### src/rtl/csr_commit_ctrl.sv
// csr_commit_ctrl: commit-side CSR read-modify-write sequencer.
// Reads the buffered CSR, writes the merged value, acks the scoreboard.
module csr_commit_ctrl #(
  parameter int TRANS_ID_BITS = 3,
  parameter int TIMEOUT       = 16
) (
  input  logic                     clk_i,
  input  logic                     rst_i,
  input  logic                     flush_i,
  input  logic                     commit_valid_i,
  input  logic [1:0]               commit_op_i,
  input  logic [63:0]              commit_wdata_i,
  input  logic [TRANS_ID_BITS-1:0] commit_trans_id_i,
  input  logic [11:0]              csr_addr_i,
  output logic                     ready_o,
  output logic                     commit_ack_o,
  output logic [63:0]              commit_rdata_o,
  output logic [TRANS_ID_BITS-1:0] commit_trans_id_o,
  output logic                     exception_o,
  output logic                     exc_timeout_o,
  output logic                     csr_commit_o,
  output logic                     csr_req_o,
  output logic                     csr_we_o,
  output logic [11:0]              csr_addr_o,
  output logic [63:0]              csr_wdata_o,
  input  logic                     csr_gnt_i,
  input  logic                     csr_rvalid_i,
  input  logic [63:0]              csr_rdata_i,
  input  logic                     csr_illegal_i
);

  localparam int CW = $clog2(TIMEOUT) + 1;
  localparam logic [CW-1:0] LAST = CW'(TIMEOUT - 1);

  localparam logic [1:0] OP_RW = 2'b00;
  localparam logic [1:0] OP_RS = 2'b01;
  localparam logic [1:0] OP_RC = 2'b10;
  localparam logic [1:0] OP_RO = 2'b11;

  typedef enum logic [1:0] {
    S_IDLE,
    S_READ,
    S_WRITE,
    S_RESP
  } state_t;

  state_t                   r_state;
  state_t                   w_next;
  logic [CW-1:0]            r_cnt;
  logic [1:0]               r_op;
  logic [63:0]              r_wdata;
  logic [TRANS_ID_BITS-1:0] r_tid;
  logic [11:0]              r_addr;
  logic [63:0]              r_old;
  logic [63:0]              r_new;
  logic                     r_exc;
  logic                     r_tmo;

  logic        w_cap_in;
  logic        w_cap_old;
  logic        w_cnt_clr;
  logic        w_cnt_inc;
  logic        w_set_exc;
  logic        w_set_tmo;
  logic [63:0] w_new;

  always_comb begin
    w_new = csr_rdata_i;
    unique case (r_op)
      OP_RW: w_new = r_wdata;
      OP_RS: w_new = csr_rdata_i | r_wdata;
      OP_RC: w_new = csr_rdata_i & ~r_wdata;
      OP_RO: w_new = csr_rdata_i;
    endcase
  end

  always_ff @(posedge clk_i) begin
    if (rst_i) begin
      r_state <= S_IDLE;
    end else begin
      r_state <= w_next;
    end
  end

  always_comb begin
    w_next            = r_state;
    w_cap_in          = 1'b0;
    w_cap_old         = 1'b0;
    w_cnt_clr         = 1'b0;
    w_cnt_inc         = 1'b0;
    w_set_exc         = 1'b0;
    w_set_tmo         = 1'b0;
    ready_o           = 1'b0;
    commit_ack_o      = 1'b0;
    commit_rdata_o    = '0;
    commit_trans_id_o = '0;
    exception_o       = 1'b0;
    exc_timeout_o     = 1'b0;
    csr_commit_o      = 1'b0;
    csr_req_o         = 1'b0;
    csr_we_o          = 1'b0;
    csr_addr_o        = '0;
    csr_wdata_o       = '0;
    unique case (r_state)
      S_IDLE: begin
        ready_o = 1'b1;
        if (commit_valid_i) begin
          w_cap_in  = 1'b1;
          w_cnt_clr = 1'b1;
          w_next    = S_READ;
        end
      end
      S_READ: begin
        csr_req_o  = 1'b1;
        csr_addr_o = r_addr;
        if (csr_rvalid_i) begin
          w_cap_old = 1'b1;
          if (csr_illegal_i) begin
            w_set_exc = 1'b1;
            w_next    = S_RESP;
          end else if (r_op == OP_RO) begin
            w_next = S_RESP;
          end else begin
            w_cnt_clr = 1'b1;
            w_next    = S_WRITE;
          end
        end else if (r_cnt == LAST) begin
          w_set_exc = 1'b1;
          w_set_tmo = 1'b1;
          w_next    = S_RESP;
        end else begin
          w_cnt_inc = 1'b1;
        end
      end
      S_WRITE: begin
        csr_req_o   = 1'b1;
        csr_we_o    = 1'b1;
        csr_addr_o  = r_addr;
        csr_wdata_o = r_new;
        if (csr_gnt_i) begin
          w_next = S_RESP;
        end else if (r_cnt == LAST) begin
          w_set_exc = 1'b1;
          w_set_tmo = 1'b1;
          w_next    = S_RESP;
        end else begin
          w_cnt_inc = 1'b1;
        end
      end
      S_RESP: begin
        commit_ack_o      = 1'b1;
        csr_commit_o      = 1'b1;
        commit_rdata_o    = r_exc ? 64'd0 : r_old;
        commit_trans_id_o = r_tid;
        exception_o       = r_exc;
        exc_timeout_o     = r_tmo;
        w_next            = S_IDLE;
      end
    endcase
    // Flush kills the handshake pulses but leaves the bus view intact
    if (flush_i) begin
      w_next            = S_IDLE;
      w_cap_in          = 1'b0;
      w_cap_old         = 1'b0;
      commit_ack_o      = 1'b0;
      csr_commit_o      = 1'b0;
      commit_rdata_o    = '0;
      commit_trans_id_o = '0;
      exception_o       = 1'b0;
      exc_timeout_o     = 1'b0;
    end
  end

  always_ff @(posedge clk_i) begin
    if (rst_i) begin
      r_cnt   <= '0;
      r_op    <= '0;
      r_wdata <= '0;
      r_tid   <= '0;
      r_addr  <= '0;
      r_old   <= '0;
      r_new   <= '0;
      r_exc   <= 1'b0;
      r_tmo   <= 1'b0;
    end else begin
      if (w_cnt_clr) begin
        r_cnt <= '0;
      end else if (w_cnt_inc) begin
        r_cnt <= r_cnt + CW'(1);
      end
      if (w_cap_in) begin
        r_op    <= commit_op_i;
        r_wdata <= commit_wdata_i;
        r_tid   <= commit_trans_id_i;
        r_addr  <= csr_addr_i;
        r_old   <= '0;
        r_exc   <= 1'b0;
        r_tmo   <= 1'b0;
      end
      if (w_cap_old) begin
        r_old <= csr_rdata_i;
        r_new <= w_new;
      end
      if (w_set_exc) begin
        r_exc <= 1'b1;
      end
      if (w_set_tmo) begin
        r_tmo <= 1'b1;
      end
    end
  end

endmodule

### config.mk
export PLATFORM = sky130hd
export DESIGN_NAME = csr_commit_ctrl
export DESIGN_NICKNAME = d
export VERILOG_FILES = /design/src/rtl/csr_commit_ctrl.sv
export SDC_FILE = /design/constraint.sdc
export NUM_CORES = 1
export LEC_CHECK = 0
export ABC_AREA = 1
export CORE_UTILIZATION = 40
export CTS_CLUSTER_SIZE = 8
export DETAILED_ROUTE_END_ITERATION = 10
export PLACE_DENSITY = 0.69
export SYNTH_ARGS = -nofsm -noshare
export SYNTH_HDL_FRONTEND = slang
export SYNTH_SLANG_ARGS = --single-unit
### constraint.sdc
create_clock -name clk_i -period 2.35 [get_ports clk_i]
set_clock_uncertainty 0.2 [all_clocks]
set_input_delay 0.3525 -clock clk_i [delete_from_list [all_inputs] [get_ports clk_i]]
set_output_delay 0.3525 -clock clk_i [all_outputs]
set_load 0.01 [all_outputs]
# Word-level counts from Yosys, hierarchy flattened
# Index checks and enable logic that the tools add are counted.
dict set report word_totals {
  elab_cells 80
  romBits 0
  mem_bits_rw 0
  latchBits 0
  ff_bits 218
  memories 0
  out_inout_bits 150
}
dict set report classes {
  add_sub_neg 1
  mux 50
  reduce_logical 8
  bitwise 3
  magnitude_cmp 0
  eq_ne 8
  multipliers 0
  div 0
  shift 0
}
# op count
set ops {}
lappend ops {{two-way mux 64 bit} 6}
lappend ops {{case mux 64 bit (4 select lines)} 1}
lappend ops {{bitwise AND 64 bit} 1}
lappend ops {{inverter 64 bit} 1}
lappend ops {{bitwise OR 64 bit} 1}
lappend ops {{two-way mux 1 bit} 31}
lappend ops {{two-way mux 12 bit} 1}
lappend ops {{== test 2 bit, second input constant} 4}
lappend ops {{two-way mux 2 bit} 4}
lappend ops {{case mux 1 bit (2 select lines)} 4}
lappend ops {{case mux 2 bit (4 select lines)} 1}
lappend ops {{two-way mux 3 bit} 2}
lappend ops {{nonzero test 2 bit} 3}
lappend ops {{OR reduction 2 bit} 3}
lappend ops {{adder 5 x 1 -> 5 bit, second input constant} 1}
lappend ops {{== test 5 x 4 -> 1 bit, second input constant} 1}
lappend ops {{== test 2 x 1 -> 1 bit, second input constant} 2}
lappend ops {{logical NOT 2 bit} 2}
lappend ops {{inequality test 2 bit, second input constant} 1}

# Logic depth before layout (Yosys ltp)
dict set report logic_depth {
  word_depth 6
  mapped_depth 10
  ltp_nobuf 10
}

# Worst setup path before layout
# OpenSTA, ideal clock, no wires.
dict set report synth_timing {
  path_type {register to output}
  from {reg r_state[1]}
  to {out csr_addr_o[10]}
  t_required_ps 1798
  stages_incl_launch_ff 7
  t_arrival_ps 1532
  slack_ps 265
  path_buffers 2
  path_cell_list {dfxtp_1 -> inv_1 -> ha_1 -> clkbuf_1 -> clkbuf_1 -> nand2_1 -> inv_1}
}
dict set report synth_between {
  elab_chain_cells 3
  word_cells_on_any_way 4
  classes_between {eq/ne: 2; mux: 1; reduce/logical: 1}
}
# element line_no
set synth_lines {}
lappend synth_lines {{start: declaration} 47} ;# state_t r_state;
lappend synth_lines {{start signal: assignment} 81} ;# r_state <= w_next;
lappend synth_lines {{== test 2 bit or == test 2 x 1 -> 1 bit (tied branches)} 104} ;# unique case (r_state)
lappend synth_lines {{OR reduction 2 bit (no source line) (*)} --}
lappend synth_lines {{two-way mux 12 bit (*)} 104}
lappend synth_lines {{end: declaration} 24} ;# output logic [11:0] csr_addr_o,
# Every way passes the cells marked *; elsewhere a longest branch is shown, timed or not.

# Final worst setup path
dict set report layout_timing {
  from {reg r_state[0]}
  to {out commit_rdata_o[58]}
}
dict set report layout_between {
  elab_chain_cells 3
}
# element line_no
set layout_lines {}
lappend layout_lines {{== test 2 bit} 104}
lappend layout_lines {{two-way mux 64 bit} 104}
lappend layout_lines {{two-way mux 64 bit} 161} ;# if (flush_i) begin
lappend layout_lines {{end: declaration} 17} ;# output logic [63:0] commit_rdata_o,
# Every way passes these cells.

==> key figures <==
Finish
  • Fraction of layout cells with a size suffix above 1: 0.1829
  • NumNets Final: ~2.1k
  • Fin area: 14940 µm²
  • Area Overhead vs Synth: 45.75%
  • Final core utilization: 0.5933

Floorplan
  • Die area: 26270 µm²
  • Initial core utilization: 0.4071
  • Core box area: 25180 µm²
  • Io pins: 302
  • Core Rows: 58
  • Die width: around 160 µm
  • Die Y: 162.1 µm

Place
  • Final GP Congestion: 0.8401
  • Port bufs: 301
  • Detailed placer's ending HPWL: 21100 µm
  • Placed instance area: approximately 14000 µm²

Yosys
  • Post-synthesis sequential area ratio: 0.4257
  • Top cell type's share of synthesized area: 0.4257
  • Syn Inst Count: 1595
  • Synth Flop Type: dfxtp_1
  • Mapped Avg Cell Area: 6.427 µm²
  • Cell Area, Synth: just over 10000 µm²
  • Area leader, netlist: dfxtp_1
  • Largest cells by area after synthesis: dfxtp_1 (43%), nand2_1 (13%), nor2_1 (8.5%)
  • Top post-synthesis cells by count: nand2_1 (366), nor2_1 (233), inv_1 (221)
  • Yosys reg bits: 218
  • Syn nets: 1755
  • Syn. warnings: 0
  • Number of synthesized flops with an enable pin: 0
  • Most common cell in the netlist: nand2_1
  • Synth async-reset ratio: 0
  • Distinct cell type count after synthesis: 20

STA
  • # setup viols final: 37
  • Final slew viol count: 0
  • Actual slew at the worst max-slew pin: between 0.7 and 0.8 ns
  • Final WS setup: -0.09172 ns
  • Relative slew slack: 0.5279
  • Final hold violations: 0
  • Min cycle time layout: 2.442 ns
  • Unrepaired setup endpoints after global routing: true
  • Period utilization: 1.039
  • F_max: 0.4095 GHz
  • Final hold slack: 0.2053 ns
  • Setup TNS: -2.302 ns

Worst setup path
  • Slowest CP cell: dfxtp_4
  • Critical-path cell list: ha_4, nand2_4, inv_4, nand2_8, buf_4, buf_16, nor2_1, buf_2
  • Critical Path Start Type: flip-flop
  • CP bufs+invs: 4
  • CP max FO: 8
  • Critical Path RT: 1.80 ns
  • CP delay by family, top: buffers and inverters
  • WS Path Type: reg -> out
  • Crit-path max cell delay: 0.39 ns
  • CP endpoint kind: output pin
  • WP data arrival: between 1.5 and 2 ns

Routing
  • Vias after detailed routing: 11.03k
  • Router iterations before antenna repair: 6
  • WL final: 35570 µm
  • Routed vias/inst: 4.958
  • DRT antenna net count: 0
  • Drt first-iter violations: 860
  • DRC errors left: 0
  • WL per Instance: 15.99 µm

Global route
  • Largest net degree at the start of global routing: 71
  • Global-route wire length before repair: 54040 µm
  • Initial antenna violation count: 2
  • Overflow after GRT: 0
  • Vias in the first global route: 10.22k
  • GRT Total Usage: 0.2576

Outcome
  • Status: finished with violations
  • Failing checks: negative setup slack

Power
  • PD cells: 580.6 nW/µm²
  • Max VDD drop: 422.7 µV
  • Leak: 6.559 nW
  • Total power: 0.008674 W

Clock tree
  • CTS tree: built
  • Worst-path clk slew: roughly 0.05 ns
  • Clk Latency, worst-skew pair: 0.54 ns
  • Root Driver: clkbuf_16
  • CTS max path bufs: 3
  • Clk sinks: 218
  • H-tree Lvls: 1
  • CTS buffer count: 31

Job
  • Max-cap viol count: 0

Worst hold path
  • HP Class: in -> reg
[cell families after synthesis]
kind of cell / after synthesis / synth area share
buf+inv: 336 / 0.1308
simple gates: 679 / 0.2602
flops: 218 / 0.4257
fa+ha+maj: 8 / 0.009765
compound gates: 353 / 0.1726
xor+xnor: 1 / 0.0008545
[where the power goes]
part | leakage [nW] | switching (W) | internal (W)
clock | 0.386 | 0.00153 | 0.00228
sequential | 1.77 | 0.0000815 | 0.00383
combinational | 4.40 | 0.000509 | 0.000442
total | 6.56 | 0.00212 | 0.00656
[registers in the layout, summed over array words and instances (netlist names)]
name	flops
r_old	64
r_cnt	5
r_addr	12
r_exc	1
r_tmo	1
r_wdata	64
r_state	2
r_new	64
r_op	2
r_tid	3
[area by class of cell]
| class | instances | area (µm²) |
|---|---|---|
| fill | 2356 | 10240 |
| multi-input combinational | 1041 | 4877 |
| sequential | 218 | 4372 |
| timing repair buffer | 377 | 3637 |
| inverter | 224 | 852.1 |
| clock buffer | 31 | 775.7 |
| tap | 330 | 412.9 |
| clock inverter | 1 | 8.758 |
| antenna | 2 | 5.005 |
[layer usage]
metal | GRT usage | routed length, µm
met1 | 0.3240 | 15130
met2 | 0.4243 | 16570
met3 | 0.06180 | 2522
met4 | 0.09991 | 1339
met5 | 0 | 8
[worst register-to-register path: cells and delay by family, from the launching register on]
family                     cells  cell delay, ns
AOI/OAI and AO/OA              1            0.15
adders and majority gates      1            0.17
buffers and inverters          5            0.62
DFF                            1            0.39
and+or+nand+nor                4            0.42
[worst paths after layout]
| path | endpoint | slack (ns) | cells after the start | startpoint |
|---|---|---|---|---|
| worst max register to register | r_cnt[3]$_SDFFE_PP0P_ | 0.35 | 11 | r_state[0]$_SDFFE_PP0P_ |
| worst max-delay path | commit_rdata_o[58] | -0.09 | 8 | r_state[0]$_SDFFE_PP0P_ |
| worst min-delay path | r_wdata[61]$_SDFFE_PP0P_ | 0.21 | 3 | commit_wdata_i[61] |
| worst min register to register | r_cnt[4]$_SDFFE_PP0P_ | 0.26 | 2 | r_cnt[4]$_SDFFE_PP0P_ |
[placed cells by master (no fill, tap or decap), types with 18 or more instances in the layout]
cell,Yosys,layout
inv_1,221,190
o21ai_0,159,159
o21ai_1,53,53
nand2_1,366,330
buf_2,42,97
nor2_1,233,214
a21oi_1,140,140
buf_6,0,54
buf_12,0,18
clkdlybuf4s50_1,0,150
buf_4,6,31
nand2_4,0,18
clkbuf_16,0,33
dfxtp_1,218,216
nand3_1,76,76
inv_2,3,30
[stage by stage]
stage                     instances  setup slack [ns]
final                          2224          -0.09172
after global routing           2222           -0.1806
after CTS                      2213           -0.1376
after detailed placement       2148           -0.2180
after global placement         2148           -0.1938
after floorplan                1595            0.2653
[repair_timing]
action                                 CTS  global route
hold buffers                             1             0
endpoints found under the hold margin    3             0
resized for setup                      502           276
pin swaps                                2            18
buffers inserted                        23            13
setup endpoints to repair              150           126
gates cloned                            10             4
Note: power is estimated with default switching activity, not from simulation.
